**src/rtl/csr_unit.sv**
```systemverilog
// Machine-mode CSR file: Zicsr read-modify-write, trap CSRs, 64-bit cycle/instret counters.
// Trap entry and mret are applied atomically and take priority over a CSR write in the same cycle.
module csr_unit #(
    parameter int          XLEN     = 32,
    parameter int          HART_ID  = 0,
    parameter logic [31:0] MISA_VAL = 32'h40000100
) (
    input  logic            clk,
    input  logic            rst_n,
    input  logic            we,
    input  logic [19:0]     instr_31_12,
    input  logic [XLEN-1:0] wd,
    output logic [XLEN-1:0] rd,
    output logic            illegal,
    input  logic            retire,
    input  logic            trap,
    input  logic [XLEN-1:0] trap_cause,
    input  logic [XLEN-1:0] trap_pc,
    input  logic            mret,
    output logic [XLEN-1:0] mtvec_o,
    output logic [XLEN-1:0] mepc_o,
    output logic            mie_o
);

    localparam logic [11:0] A_MSTATUS   = 12'h300;
    localparam logic [11:0] A_MISA      = 12'h301;
    localparam logic [11:0] A_MTVEC     = 12'h305;
    localparam logic [11:0] A_MSCRATCH  = 12'h340;
    localparam logic [11:0] A_MEPC      = 12'h341;
    localparam logic [11:0] A_MCAUSE    = 12'h342;
    localparam logic [11:0] A_MCYCLE    = 12'hB00;
    localparam logic [11:0] A_MINSTRET  = 12'hB02;
    localparam logic [11:0] A_MCYCLEH   = 12'hB80;
    localparam logic [11:0] A_MINSTRETH = 12'hB82;
    localparam logic [11:0] A_MHARTID   = 12'hF14;

    logic [11:0] addr;
    logic [4:0]  field;
    logic [2:0]  funct3;

    assign addr   = instr_31_12[19:8];
    assign field  = instr_31_12[7:3];
    assign funct3 = instr_31_12[2:0];

    logic            mie_q, mie_d, mpie_q, mpie_d;
    logic [XLEN-1:0] mtvec_q, mtvec_d;
    logic [XLEN-1:0] mscratch_q, mscratch_d;
    logic [XLEN-1:0] mepc_q, mepc_d;
    logic [XLEN-1:0] mcause_q, mcause_d;
    logic [63:0]     mcycle_q, mcycle_d;
    logic [63:0]     minstret_q, minstret_d;

    logic [XLEN-1:0] operand, old_val, new_val;
    logic            addr_ok, wr_intent, do_write;

    always_comb begin
        addr_ok = 1'b1;
        old_val = '0;
        case (addr)
            A_MSTATUS:   old_val = XLEN'({mpie_q, 3'b000, mie_q, 3'b000});
            A_MISA:      old_val = XLEN'(MISA_VAL);
            A_MTVEC:     old_val = mtvec_q;
            A_MSCRATCH:  old_val = mscratch_q;
            A_MEPC:      old_val = mepc_q;
            A_MCAUSE:    old_val = mcause_q;
            A_MCYCLE:    old_val = mcycle_q[XLEN-1:0];
            A_MINSTRET:  old_val = minstret_q[XLEN-1:0];
            A_MCYCLEH: begin
                if (XLEN == 32) old_val = XLEN'(mcycle_q[63:32]);
                else            addr_ok = 1'b0;
            end
            A_MINSTRETH: begin
                if (XLEN == 32) old_val = XLEN'(minstret_q[63:32]);
                else            addr_ok = 1'b0;
            end
            A_MHARTID:   old_val = XLEN'(HART_ID);
            default:     addr_ok = 1'b0;
        endcase
    end

    assign operand   = funct3[2] ? XLEN'(field) : wd;
    // RS/RC with a zero source field is a pure read, which keeps mhartid readable.
    assign wr_intent = (funct3[1:0] == 2'b01) || (field != 5'd0);
    assign illegal   = we && (!addr_ok || (funct3[1:0] == 2'b00) ||
                              ((addr[11:10] == 2'b11) && wr_intent));
    assign rd        = illegal ? '0 : old_val;
    assign do_write  = we && !illegal && wr_intent && !trap && !mret;

    always_comb begin
        case (funct3[1:0])
            2'b01:   new_val = operand;
            2'b10:   new_val = old_val | operand;
            default: new_val = old_val & ~operand;
        endcase
    end

    always_comb begin
        mie_d      = mie_q;
        mpie_d     = mpie_q;
        mtvec_d    = mtvec_q;
        mscratch_d = mscratch_q;
        mepc_d     = mepc_q;
        mcause_d   = mcause_q;
        mcycle_d   = mcycle_q + 64'd1;
        minstret_d = retire ? minstret_q + 64'd1 : minstret_q;

        if (do_write) begin
            case (addr)
                A_MSTATUS: begin
                    mie_d  = new_val[3];
                    mpie_d = new_val[7];
                end
                A_MTVEC:     mtvec_d    = {new_val[XLEN-1:2], 2'b00};
                A_MSCRATCH:  mscratch_d = new_val;
                A_MEPC:      mepc_d     = {new_val[XLEN-1:2], 2'b00};
                A_MCAUSE:    mcause_d   = new_val;
                // A written half replaces the increment for that cycle; the other half holds.
                A_MCYCLE:    mcycle_d   = (XLEN == 32) ? {mcycle_q[63:32], new_val[31:0]}
                                                       : 64'(new_val);
                A_MINSTRET:  minstret_d = (XLEN == 32) ? {minstret_q[63:32], new_val[31:0]}
                                                       : 64'(new_val);
                A_MCYCLEH:   mcycle_d   = {new_val[31:0], mcycle_q[31:0]};
                A_MINSTRETH: minstret_d = {new_val[31:0], minstret_q[31:0]};
                default: ;
            endcase
        end

        if (trap) begin
            mepc_d   = {trap_pc[XLEN-1:2], 2'b00};
            mcause_d = trap_cause;
            mpie_d   = mie_q;
            mie_d    = 1'b0;
        end else if (mret) begin
            mie_d  = mpie_q;
            mpie_d = 1'b1;
        end
    end

    always_ff @(posedge clk or negedge rst_n) begin
        if (!rst_n) begin
            mie_q      <= 1'b0;
            mpie_q     <= 1'b0;
            mtvec_q    <= '0;
            mscratch_q <= '0;
            mepc_q     <= '0;
            mcause_q   <= '0;
            mcycle_q   <= '0;
            minstret_q <= '0;
        end else begin
            mie_q      <= mie_d;
            mpie_q     <= mpie_d;
            mtvec_q    <= mtvec_d;
            mscratch_q <= mscratch_d;
            mepc_q     <= mepc_d;
            mcause_q   <= mcause_d;
            mcycle_q   <= mcycle_d;
            minstret_q <= minstret_d;
        end
    end

    assign mtvec_o = mtvec_q;
    assign mepc_o  = mepc_q;
    assign mie_o   = mie_q;

endmodule
```
**config.mk**
```make
export PLATFORM = sky130hd
export DESIGN_NAME = csr_unit
export DESIGN_NICKNAME = d
export VERILOG_FILES = /design/src/rtl/csr_unit.sv
export SDC_FILE = /design/constraint.sdc
export NUM_CORES = 1
export LEC_CHECK = 0
export BUFFER_PORTS_ARGS = -buffer_cell sky130_fd_sc_hd__buf_4
export CAP_MARGIN = 20
export CORE_ASPECT_RATIO = 0.75
export CORE_MARGIN = 3
export CORE_UTILIZATION = 53
export DETAILED_ROUTE_END_ITERATION = 16
export PLACE_DENSITY = 0.89
export SETUP_SLACK_MARGIN = 0.5
export SYNTH_ARGS = -nofsm -noshare
export SYNTH_HDL_FRONTEND = slang
export SYNTH_SLANG_ARGS = --single-unit
```
**constraint.sdc**
```tcl
create_clock -name clk -period 3.69 [get_ports clk]
set_clock_uncertainty 0.05 [all_clocks]
set_input_delay 0.9225 -clock clk [delete_from_list [all_inputs] [get_ports clk]]
set_output_delay 0.9225 -clock clk [all_outputs]
set_load 0.02 [all_outputs]
```
# == Word level (Yosys, flattened, before mapping) ==
# Index checks and enable logic that the tools add are counted.
# word_totals
reg_bits,256
latch_bits,0
ramBits,0
rom_bits,0
input_bits,122
output_inout_bits,98
word_cells,83
mem_count,0
# classes
add_sub_neg,2
multipliers,0
div,0
n_lt_le_gt_ge,0
n_eq_ne,18
shift,0
mux,24
bitwise,3
reduce_logical,26
# op_table
operator,count
32-bit case mux with 10 select lines,1
32-bit 2-to-1 mux,8
64-bit case mux with 2 select lines,2
64-bit 2-to-1 mux,3
64-bit by 1-bit adder with 64-bit output (second input constant),2
12-bit by 10-bit == test with 1-bit output (second input constant),6
32-bit case mux with 2 select lines,1
12-bit == test (second input constant),5
32-bit bitwise AND,1
32-bit NOT,1
32-bit bitwise OR,1
11-bit OR reduction,1
2-bit AND reduction,5
1-bit 2-to-1 mux,9
2-bit inequality test (second input constant),4
1-bit logical AND,6
2-bit nonzero test,3
3-bit nonzero test,2
5-bit nonzero test,1
2-bit == test (second input constant),2
1-bit zero test,4
1-bit logical OR,3
2-bit by 1-bit == test with 1-bit output (second input constant),1
2-bit zero test,1

# == Longest topological paths before layout ==
# logic_depth
word_depth,15
ltp_mapped,11

# == Worst setup path after synthesis ==
# Ideal clock, no wire load.
# synth_path
path_type,input to output
from,in instr_31_12[13]
to,out rd[20]
arrival_time_ns,3.166
t_required_ns,2.717
path_slack_ns,-0.449
path_stages,9
cell_sequence,buf_2 or4b_1 buf_2 nor3_4 a311o_1 nor3_1 o31a_1 clkbuf_1 nor2_1
# synth_via
elab_chain_len,8
word_cells_on_any_way,19
cone_classes,11 x eq/ne; 3 x mux; 5 x reduce/logical
# synth_lines
item,line_no,rtl
start: declaration,11,"input logic [19:0] instr_31_12,"
12-bit == test or 12-bit by 10-bit == test with 1-bit output (tied branches),59,case (addr)
11-bit OR reduction (no source line) *,n/a,
1-bit 2-to-1 mux *,n/a,
1-bit zero test *,84,assign illegal = we && (!addr_ok || (funct3[1:0] == 2'b00) ||
1-bit logical OR * (2 in series),84,
1-bit logical AND *,84,
net illegal,14,"output logic illegal,"
32-bit 2-to-1 mux *,86,assign rd = illegal ? '0 : old_val;
end: declaration,13,"output logic [XLEN-1:0] rd,"
# Mark *: on every way through the listed nets, which the timed path passes. The rest lies on a longest branch.

# == Worst setup path after layout ==
# layout_path
from,in instr_31_12[10]
to,out rd[30]
# layout_via
elab_chain_len,8
word_cells_on_any_way,19
cone_classes,11 x eq/ne; 3 x mux; 5 x reduce/logical
# layout_lines
item,line_no
12-bit == test or 12-bit by 10-bit == test with 1-bit output (tied branches),59
11-bit OR reduction (no source line),n/a
1-bit 2-to-1 mux,n/a
1-bit zero test,84
1-bit logical OR (2 in series),84
1-bit logical AND,84
32-bit 2-to-1 mux *,86
# Mark *: on every way between the ends. The rest lies on a longest branch, timed or not.

==> results.sh <==
export IMPL_fmax_mhz=251
export IMPL_grt_total_usage=0.488
export IMPL_worstPathMaxFanout=10
export IMPL_layout_common_cells="421 x buf_4, 254 x dfrtp_1, 148 x nand2_1"
export IMPL_syn_inst=1784
export IMPL_synth_top_flop_cell="dfrtp_1"
export IMPL_die_h_um=155
export IMPL_finalHoldViolCount=0
export IMPL_critPathRequiredTime_ns=2.72
export IMPL_async_flop_share=1.00
export IMPL_initial_utilization=0.547
export IMPL_grtUsageMet1=0.628
export IMPL_cts_path_max_buffers=3
export IMPL_clkTransAtPathRegs_ns=0.06
export IMPL_gp_congestion=1.06
export IMPL_synth_fa_ha_area_frac=0.00401
export IMPL_dieArea_um2=31500
export IMPL_die_w_um=204
export IMPL_wl_per_cell_um=30.6
export IMPL_grt_pass1_wl_um=114000
export IMPL_dp_hpwl_um=57600
export IMPL_via_count=18500
export IMPL_r2r_start="mcycle_q[17]"
export IMPL_p_clk_frac=0.409
export IMPL_core_um2=28500
export IMPL_gr_total_overflow=0
export IMPL_grt_max_degree=76
export IMPL_port_buffers=213
export IMPL_root_buffer="clkbuf_16"
export IMPL_synth_edf_count=0
export IMPL_row_count=53
export IMPL_crit_type="input port to output pin"
export IMPL_synthSimpleGateAreaFrac=0.224
export IMPL_synth_area_mux_share=0.0582
export IMPL_clock_sinks=254
export IMPL_wirelength_um=79100
export IMPL_crit_path_start_kind="input port"
export IMPL_syn_area_um2=15600
export IMPL_switchingPower_w=0.00200
export IMPL_synth_compound_area_share=0.237
export IMPL_ys_seq_elements=254
export IMPL_tns_ns=-7.97
export IMPL_ctsHtreeMaxLevel=1
export IMPL_ios=220
export IMPL_startpoint="instr_31_12[10]"
export IMPL_critPathMaxStageDelay_ns=0.40
export IMPL_tritoncts="done"
export IMPL_drc=0
export IMPL_irDropWorstVdd_mv=0.432
export IMPL_slew_headroom=0.343
export IMPL_synth_cell_types=81
export IMPL_finalCritPeriodShare=1.08
export IMPL_grt_pass1_vias=17800
export IMPL_crit_top_cell="buf_4"
export IMPL_worst_pin_slew_ns=0.977
export IMPL_setup_slack_ns=-0.294
export IMPL_clk_latency_ns=0.57
export IMPL_violations="setup timing"
export IMPL_p_int_w=0.00489
export IMPL_power_leakage_nw=9.21
export IMPL_hold_path_class="input port to asynchronous set/reset pin"
export IMPL_layout_cells_most_common="buf_4"
export IMPL_cts_buffers=27
export IMPL_drive_above_1_share=0.300
export IMPL_cpMaxStageDelayCell="nor4bb_2"
export IMPL_worst_setup_path_end_kind="output pin"
export IMPL_grt_use_met3=0.201
export IMPL_drtIter0Drc=2563
export IMPL_pwr_share_comb=0.141
export IMPL_cp_cell_sequence="buf_4, buf_4, nor4bb_2, nand2_1, a21oi_4, nor3_2, o31a_4, buf_12, nor2b_1, buf_4"
export IMPL_synth_top_family_by_area="compound AO/OA/AOI/OAI gates"
export IMPL_antenna_found_initial=3
export IMPL_slew_viol_final=0
export IMPL_syn_avg_cell_area_um2=8.74
export IMPL_vias_per_cell=7.16
export IMPL_area_growth_pct=35.9
export IMPL_ys_warn_count=0
export IMPL_synth_seq_area_share=0.408
export IMPL_status="finished, violations left"
export IMPL_rsz0062_at_grt="yes"
export IMPL_fin_nets=2305
export IMPL_netSwitchingFraction=0.290
export IMPL_cp_data_arrival_time_ns=3.01
export IMPL_first_pass_iters=8
export IMPL_cts_hold_buffers=0
export IMPL_synth_xor_area_share=0.0275
export IMPL_ant_nets=0
export IMPL_p_per_area_nw_per_um2=325
export IMPL_top_usage_layer="met2"
export IMPL_setup_viol=33
export IMPL_drv_cap=0
export IMPL_fin_util=0.743
export IMPL_seqPwrFrac=0.450
export IMPL_fin_crit_ns=3.98
export IMPL_met2_usage=0.694
## power by group through the flow
stage               Clock [W]  Sequential [W]  Combinational [W]
CTS                   0.00280         0.00309           0.000922
finish                0.00282         0.00310           0.000972
global placement            0         0.00313           0.000873
floorplan                   0         0.00310           0.000386
detailed placement          0         0.00313           0.000892
global route          0.00292         0.00311            0.00102
## registers in the layout (all words and copies together), names as in the netlist
register    flops
mcause_q       32
mcycle_q       64
mepc_o         30
mie_o           1
minstret_q     64
mpie_q          1
mscratch_q     32
mtvec_o        30
## final timing paths
kind                                       end  slack (ns)  depth (start not counted)
min in group clk                 mscratch_q[9]        0.48                          2
worst min-delay path                     mie_o        0.27                          1
max in group asynchronous       mscratch_q[29]        2.44                          2
worst max-delay path                    rd[30]       -0.29                         10
worst min register to register   mscratch_q[9]        0.48                          2
worst max register to register    mcycle_q[53]        0.68                          9
## synthesized netlist by cell type, drive strengths merged (7+ instances only)
cell / instances / area, um^2
o21ai: 156 / 781
dfrtp: 254 / 6360
nand4: 42 / 263
a22oi: 89 / 668
nor2: 176 / 661
nor3: 54 / 368
xnor2: 28 / 245
and2: 14 / 87.6
nand2: 148 / 556
inv: 20 / 75.1
a222oi: 10 / 100
o221ai: 10 / 87.6
o22ai: 19 / 119
buf: 48 / 264
o2bb2ai: 8 / 70.1
nor4: 30 / 215
clkbuf: 81 / 305
xor2: 21 / 184
a31oi: 15 / 93.8
mux2: 13 / 146
o211ai: 20 / 150
and3: 37 / 231
nand3: 75 / 380
and4: 13 / 114
a211oi: 7 / 52.6
mux2i: 76 / 761
o31a: 19 / 166
a221oi: 14 / 135
or3: 7 / 43.8
o21a: 7 / 52.6
a21oi: 140 / 704
or4: 14 / 109
nor2b: 22 / 138
a32oi: 10 / 87.6
o22a: 8 / 70.1
## cell families after synthesis
family | count (synthesis)
AOI/OAI and AO/OA | 571
adders and majority gates | 5
xor gates and xnor gates | 49
buffers and inverters | 149
and+or+nand+nor | 666
muxes | 89
other | 1
DFF | 254
## routing by layer
metal	wire length (um)	vias to the layer above
met5	31	-
li1	-	7530
met1	28300	8777
met2	31800	1781
met3	12900	417
met4	6070	4
## final cells by class
class	count	area (um^2)
multi-input combinational	1384	9130
fill	1980	7330
sequential	254	6360
timing repair buffer	491	4230
clock buffer	35	756
tap	385	482
clock inverter	13	141
inverter	20	75.1
antenna	2	5.00
## metrics by stage
stage,total power [W],cell area [um^2],hold WS (ns),setup WS [ns],std cells
global placement,0.00400,19700,0.437,-0.411,2519
finish,0.00689,21200,0.273,-0.294,2584
detailed placement,0.00402,19700,0.445,-0.382,2519
CTS,0.00681,21000,0.289,-0.244,2575
global route,0.00704,21200,0.306,-0.335,2582
floorplan,0.00348,15900,0.417,-0.240,1787
## timing repair
| action | in CTS | in global routing |
|---|---|---|
| cloned | 1 | 0 |
| pin swaps | 9 | 10 |
| setup buffers | 7 | 7 |
| resized for setup | 66 | 42 |
| hold endpoints to repair | 0 | 0 |
| setup endpoints to repair | 38 | 71 |
## critical path: cells and delay by family
kind                   cells  cell delay (ns)
buffers and inverters      4             0.70
and+or+nand+nor            4             0.77
AOI/OAI and AO/OA          2             0.60
No activity file was read; power rests on OpenSTA's default activity.
